<file path="src/rtl/wb_regfile_stage.sv">
// Writeback latch + architectural register file with two async read ports.
// Optional bypass of the uncommitted latch entry: define WB_FWD_EN.
module wb_regfile_stage #(
   parameter int DATA_W = 16,
   parameter int NREG   = 8,
   parameter int AW     = 3
) (
   input  logic              clk,
   input  logic              rst,
   input  logic              in_valid,
   output logic              in_ready,
   input  logic [AW-1:0]     in_rd,
   input  logic [DATA_W-1:0] in_data,
   input  logic              wb_hold,
   input  logic [AW-1:0]     rd_addr_a,
   input  logic [AW-1:0]     rd_addr_b,
   output logic [DATA_W-1:0] rd_data_a,
   output logic [DATA_W-1:0] rd_data_b,
   output logic              hazard,
   output logic              commit
);

   typedef enum logic {EMPTY = 1'b0, FULL = 1'b1} st_t;

   st_t                          st, st_nxt;
   logic                         wb_valid;
   logic [AW-1:0]                wb_rd;
   logic [DATA_W-1:0]            wb_data;
   logic [NREG-1:0][DATA_W-1:0]  regs;
   logic                         xfer;

   always_ff @(posedge clk) begin
      if (rst) st <= EMPTY;
      else     st <= st_nxt;
   end

   always_comb begin
      st_nxt = st;
      case (st)
         EMPTY:   if (xfer) st_nxt = FULL;
         FULL:    if (commit && !xfer) st_nxt = EMPTY;
         default: st_nxt = EMPTY;
      endcase
   end

   always_comb begin
      wb_valid = (st == FULL);
      commit   = wb_valid & ~wb_hold;
      in_ready = ~wb_valid | commit;
      xfer     = in_valid & in_ready;
   end

   // Latch payload only moves on a transfer; a held entry keeps its value.
   always_ff @(posedge clk) begin
      if (rst) begin
         wb_rd   <= '0;
         wb_data <= '0;
      end else if (xfer) begin
         wb_rd   <= in_rd;
         wb_data <= in_data;
      end
   end

   always_ff @(posedge clk) begin
      if (rst)         regs        <= '0;
      else if (commit) regs[wb_rd] <= wb_data;
   end

`ifdef WB_FWD_EN
   always_comb begin
      rd_data_a = (wb_valid && rd_addr_a == wb_rd) ? wb_data : regs[rd_addr_a];
      rd_data_b = (wb_valid && rd_addr_b == wb_rd) ? wb_data : regs[rd_addr_b];
      hazard    = 1'b0;
   end
`else
   always_comb begin
      rd_data_a = regs[rd_addr_a];
      rd_data_b = regs[rd_addr_b];
      hazard    = wb_valid & ((rd_addr_a == wb_rd) | (rd_addr_b == wb_rd));
   end
`endif

endmodule
</file>
<file path="config.mk">
export PLATFORM = sky130hd
export DESIGN_NAME = wb_regfile_stage
export DESIGN_NICKNAME = d
export VERILOG_FILES = /design/src/rtl/wb_regfile_stage.sv
export SDC_FILE = /design/constraint.sdc
export NUM_CORES = 1
export LEC_CHECK = 0
export ABC_AREA = 1
export BUFFER_PORTS_ARGS = -buffer_cell sky130_fd_sc_hd__buf_2
export CORE_ASPECT_RATIO = 2
export CORE_MARGIN = 2
export CORE_UTILIZATION = 45
export DETAILED_ROUTE_END_ITERATION = 8
export SLEW_MARGIN = 10
export SYNTH_ARGS = -nofsm -noshare
export SYNTH_HDL_FRONTEND = slang
export SYNTH_SLANG_ARGS = --single-unit
</file>
<file path="constraint.sdc">
create_clock -name clk -period 1.55 [get_ports clk]
set_input_delay 0.0775 -clock clk [delete_from_list [all_inputs] [get_ports clk]]
set_output_delay 0.0775 -clock clk [all_outputs]
set_load 0.02 [all_outputs]
</file>
# Word-level counts from Yosys, hierarchy flattened
# Cells that the tools add are included.
dict set report word_totals {
  ff_bits 148
  latchBits 0
  mem_bits_rw 0
  rom_bits 0
  input_bits 29
  output_inout_bits 35
  word_cells 37
  mem_count 0
}
dict set report op_classes {
  addsub 0
  multipliers 0
  n_div 0
  n_lt_le_gt_ge 4
  eq_ne 2
  shifts 0
  muxes 10
  bitwise_logic 7
  reduce_logical 3
}
# op count
set ops {}
lappend ops {{$bwmux 128} 1}
lappend ops {{$bmux 16 s3} 2}
lappend ops {{$demux 16 s3} 1}
lappend ops {{$mux 16} 3}
lappend ops {{$lt 3x4->1 const B} 3}
lappend ops {{$eq 3x3->1} 2}
lappend ops {{$and 1x1->1} 3}
lappend ops {{$ge 3x1->1 const B} 1}
lappend ops {{$logic_and 1x1->1} 2}
lappend ops {{$mux 1} 2}
lappend ops {{$not 1->1} 2}
lappend ops {{$or 1x1->1} 2}
lappend ops {{$pmux 1 s2} 1}
lappend ops {{$logic_not 1->1} 1}

# Longest topological paths before layout
dict set report logic_depth {
  depth_word 8
  mapped_depth 9
  depth_no_buf 7
}

# Worst setup path after synthesis
# Ideal clock, no wire load.
dict set report synth_path {
  path_type {register to register}
  from {register wb_rd[1]}
  to {register regs[59] in the netlist's numbering}
  setup_time_ps 113
  arrival_time_ps 1153
  required_time_ps 1437
  setup_slack_ps 284
  stages_incl_launch_ff 10
  path_buffers 2
  period_less_slack_ps 1266
  cell_sequence {dfxtp_1 -> buf_4 -> inv_2 -> nor2_4 -> inv_2 -> nor2_4 -> buf_4 -> nand2_1 -> nand2_1 -> nor2_1}
}
dict set report synth_via {
  elab_chain_cells 5
  word_cells_on_any_way 6
  classes_between {order compare (2); mux (3); reduce/logical (1)}
}
# item line_no
set synth_rtl {}
lappend synth_rtl {{from (decl)} 27} ;# logic [AW-1:0] wb_rd;
lappend synth_rtl {{from (signal assigned)} 59} ;# wb_rd <= in_rd;
lappend synth_rtl {{$lt 3x4->1 (not written as such) / $ge 3x1->1 (equally long branches)} 66} ;# else if (commit) regs[wb_rd] <= wb_data;
lappend synth_rtl {{$logic_and 1x1->1 (not written as such)} 66}
lappend synth_rtl {{$mux 16 (not written as such)} 66}
lappend synth_rtl {{$demux 16 s3 *} 66}
lappend synth_rtl {{$bwmux 128 *} 66}
lappend synth_rtl {{to (signal, indexed assignment)} 66}
lappend synth_rtl {{to (decl)} 29} ;# logic [NREG-1:0][DATA_W-1:0] regs;
# Every way passes the cells marked *; elsewhere a longest branch is shown, timed or not.
# A chain may end at the register's enable or synchronous reset.

# Worst setup path after layout
dict set report layout_path {
  from {register regs[120] in the netlist's numbering}
  to {output rd_data_a[8]}
}
dict set report layout_via {
  elab_chain_cells 2
}
# item line_no
set layout_rtl {}
lappend layout_rtl {{$bmux 16 s3} 77} ;# rd_data_a = regs[rd_addr_a];
lappend layout_rtl {{$mux 16 (not written as such)} 77}
lappend layout_rtl {{to (decl)} 17} ;# output logic [DATA_W-1:0] rd_data_a,
# Every way passes these cells. The select of a mux whose other input is x is not followed.

==> impl_metrics.prom <==
# TYPE chip_impl_metric gauge
chip_impl_metric{name="power_leakage",unit="nW"} 4.69
chip_impl_metric{name="layout.nets",unit=""} 1525
chip_impl_metric{name="place.gp.congestion",unit=""} 0.932
chip_impl_info{name="crit_path_end_kind",value="primary output"} 1
chip_impl_metric{name="grt-ovfl-total",unit=""} 0
chip_impl_metric{name="finalWirelength",unit="um"} 28800
chip_impl_metric{name="critical_path_peak_fanout",unit=""} 2
chip_impl_metric{name="clockPowerShare",unit="%"} 42.3
chip_impl_metric{name="placement.cell_area",unit="mm2"} 0.00902
chip_impl_metric{name="route.antenna.remaining_nets",unit=""} 0
chip_impl_metric{name="number_of_buffers_inserted_by_port_buffering",unit=""} 63
chip_impl_metric{name="post-layout-total-power",unit="mW"} 9.74
chip_impl_info{name="path_type_of_the_worst_min_delay_path",value="input pin to flip-flop"} 1
chip_impl_metric{name="antenna_violations_before_repair",unit=""} 0
chip_impl_metric{name="vias_per_cell",unit=""} 5.28
chip_impl_metric{name="cts-root-to-sink-buffers",unit=""} 2
chip_impl_metric{name="antenna_cells_inserted",unit=""} 0
chip_impl_info{name="mostFrequentLayoutCells",value="479 x sky130_fd_sc_hd__nand2_1, 290 x sky130_fd_sc_hd__nor2_1, 143 x sky130_fd_sc_hd__nand3_1, 133 x sky130_fd_sc_hd__dfxtp_1, 116 x sky130_fd_sc_hd__inv_1"} 1
chip_impl_info{name="outcome",value="complete, no violations"} 1
chip_impl_metric{name="tritoncts.num_buffers",unit=""} 17
chip_impl_metric{name="finalSetupViolations",unit=""} 0
chip_impl_metric{name="max_slew.worst_pin.slew",unit="ps"} 516
chip_impl_metric{name="timing.hold.ws",unit="ps"} 32.7
chip_impl_metric{name="start_util",unit="%"} 45.9
chip_impl_info{name="layout.cells.most_common",value="sky130_fd_sc_hd__nand2_1"} 1
chip_impl_metric{name="p_sw_share",unit="%"} 31.0
chip_impl_metric{name="core_area",unit="mm2"} 0.0182
chip_impl_metric{name="preCtsSetupSlack",unit="ps"} 66.1
chip_impl_metric{name="area.growth.synth_to_final",unit="%"} 19.5
chip_impl_metric{name="synth_cell_type_count",unit=""} 21
chip_impl_metric{name="seq_area_frac_synth",unit="%"} 35.4
chip_impl_metric{name="totalNegativeSetupSlack",unit="ps"} 0
chip_impl_info{name="clock_tree_from_tritoncts",value="done"} 1
chip_impl_info{name="cp-start-kind",value="flip-flop"} 1
chip_impl_metric{name="finish.instance_area",unit="mm2"} 0.00999
chip_impl_info{name="cts_root_buffer",value="sky130_fd_sc_hd__clkbuf_16"} 1
chip_impl_metric{name="floorplan_die_height",unit="um"} 197
chip_impl_metric{name="detail_route.drc_violations",unit=""} 0
chip_impl_metric{name="clkSlewWorstSetupHoldPaths",unit="ps"} 70
chip_impl_metric{name="syn-mean-instance-area",unit="um2"} 5.81
chip_impl_info{name="worstSetupPathType",value="flip-flop to primary output"} 1
chip_impl_metric{name="clock-skew-final",unit="ps"} 15.9
chip_impl_metric{name="post-route-worst-setup-slack",unit="ps"} 44.5
chip_impl_metric{name="multi_input_area",unit="mm2"} 0.00450
chip_impl_metric{name="cp_data_required_time",unit="ps"} 1470
chip_impl_metric{name="design.die.area",unit="mm2"} 0.0197
chip_impl_metric{name="dr_total_vias",unit=""} 9108
chip_impl_metric{name="grt_pass1_wl",unit="um"} 45200
chip_impl_metric{name="dp_hpwl",unit="um"} 18800
chip_impl_metric{name="power_frac_seq",unit="%"} 40.8
chip_impl_metric{name="maxCapViolCount",unit=""} 0
chip_impl_metric{name="cell_internal_pwr",unit="mW"} 6.72
chip_impl_metric{name="synth-seq-cells",unit=""} 148
chip_impl_metric{name="synth_cells",unit=""} 1440
chip_impl_metric{name="timing.slew.headroom",unit="%"} 65.6
chip_impl_metric{name="hold_viol_final",unit=""} 0
chip_impl_metric{name="drt_pass1_iterations",unit=""} 5
chip_impl_metric{name="stdcell_count",unit=""} 1725
chip_impl_metric{name="wl_per_cell",unit="um"} 16.7
chip_impl_metric{name="clk_latency",unit="ps"} 440
chip_impl_metric{name="layout_min_cycle_time",unit="ps"} 1510
chip_impl_metric{name="seqCellArea",unit="mm2"} 0.00299
chip_impl_metric{name="ctsHtreeMaxLevel",unit=""} 4
chip_impl_metric{name="critPathArrivalTime",unit="ps"} 1430
chip_impl_metric{name="finalMaxSlewViolations",unit=""} 0
chip_impl_metric{name="post_synth_instance_area",unit="mm2"} 0.00836
chip_impl_metric{name="design.portCount",unit=""} 64
chip_impl_metric{name="final_period_util",unit="%"} 97.1
chip_impl_info{name="rsz0062_at_grt",value="no"} 1
chip_impl_metric{name="grt_util_all_layers",unit="%"} 29.7
chip_impl_metric{name="share_comb_of_total_power",unit="%"} 16.9
chip_impl_metric{name="final_core_utilization",unit="%"} 54.8
chip_impl_metric{name="cts.sink_count",unit=""} 148
chip_impl_metric{name="drive_gt1_share",unit="%"} 12.7
chip_impl_metric{name="nFillCells",unit=""} 1882
chip_impl_metric{name="placed_cells_incl_taps",unit=""} 1666
chip_impl_metric{name="power.ir.vdd_worst",unit="uV"} 538
chip_impl_metric{name="mappedNetlistNets",unit=""} 1469
chip_impl_metric{name="cellPowerDensity",unit="mW/mm2"} 975
chip_impl_metric{name="power.switching",unit="mW"} 3.02
chip_impl_metric{name="pin_count_of_the_biggest_net_entering_global_routing",unit=""} 66
chip_impl_metric{name="drt_iter0_drc",unit=""} 538
chip_impl_metric{name="synthesis.yosys.warnings",unit=""} 0
chip_impl_metric{name="fmax",unit="GHz"} 0.664
chip_impl_metric{name="via_count_of_the_first_global_routing_pass",unit=""} 8494
chip_impl_metric{name="die_w",unit="um"} 100
chip_impl_metric{name="core.rowCount",unit=""} 70
[area by class of cell]
cell class / count / area share (%)
Sequential cell: 148 / 29.9
Multi-Input combinational cell: 1070 / 45.1
Clock buffer: 17 / 4.26
Timing Repair Buffer: 130 / 11.7
Clock inverter: 15 / 1.45
Inverter: 129 / 4.92
Tap cell: 216 / 2.71
[timing repair]
| action | CTS | global route |
|---|---|---|
| hold endpoints to repair | 17 | 0 |
| buffers inserted | 0 | 9 |
| endpoints found under the setup margin | 3 | 57 |
| gates resized for setup | 8 | 52 |
| pin swaps | 1 | 8 |
| hold buffers | 18 | 0 |
[cells in the mapped netlist (all sizes together)]
master  instances  share of area, %
a21oi          21               1.3
buf            52               3.5
clkbuf         41               1.9
clkinv          2             0.090
dfxtp         148                35
inv           127               5.7
nand2         485                22
nand3         146               8.7
nand3b          1              0.13
nor2          300                14
nor3            1              0.12
o21ai         115               6.9
xnor2           1              0.10
[layer usage]
layer	routed length [um]	track usage (%)
met5	0	0
met3	1610	3.33
met2	14400	51.7
met1	11600	35.1
met4	1230	15.8
[power by group through the flow]
stage | Sequential (mW) | Combinational [mW] | Clock, mW
final | 3.97 | 1.65 | 4.12
after global routing | 3.98 | 1.80 | 4.31
after CTS | 3.97 | 1.58 | 4.17
after detailed placement | 4.06 | 1.53 | 0
after global placement | 4.06 | 1.52 | 0
after floorplan | 4.03 | 0.991 | 0
[cells by family after synthesis]
kind of cell	share of synthesized area (%)
xor+xnor	0.105
compound gates	8.14
simple gates	45.2
flops	35.4
buf+inv	11.1
[critical path: stages, from the launching register on]
cell and delay (ps):
sky130_fd_sc_hd__dfxtp_2 350, sky130_fd_sc_hd__inv_1 60, sky130_fd_sc_hd__nand2_1 50, sky130_fd_sc_hd__nand3_1 70, sky130_fd_sc_hd__nand2_1 110, sky130_fd_sc_hd__nand2_1 60, sky130_fd_sc_hd__nand2_1 120, sky130_fd_sc_hd__buf_4 160
[path summary, 6_finish.rpt]
path	slack, ps	endpoint	start	depth (start not counted)
max reg2reg	120	regs[25]	wb_rd[1]	9
min	30	wb_data[10]	in_data[10]	3
min reg2reg	480	regs[60]	regs[60]	2
max	40	rd_data_a[8]	regs[120]	7
[flip-flops by register name (all words and copies together) (netlist names)]
signal / flops
st: 1
regs: 128
wb_data: 16
wb_rd: 3
(Power assumes the default switching activity.)
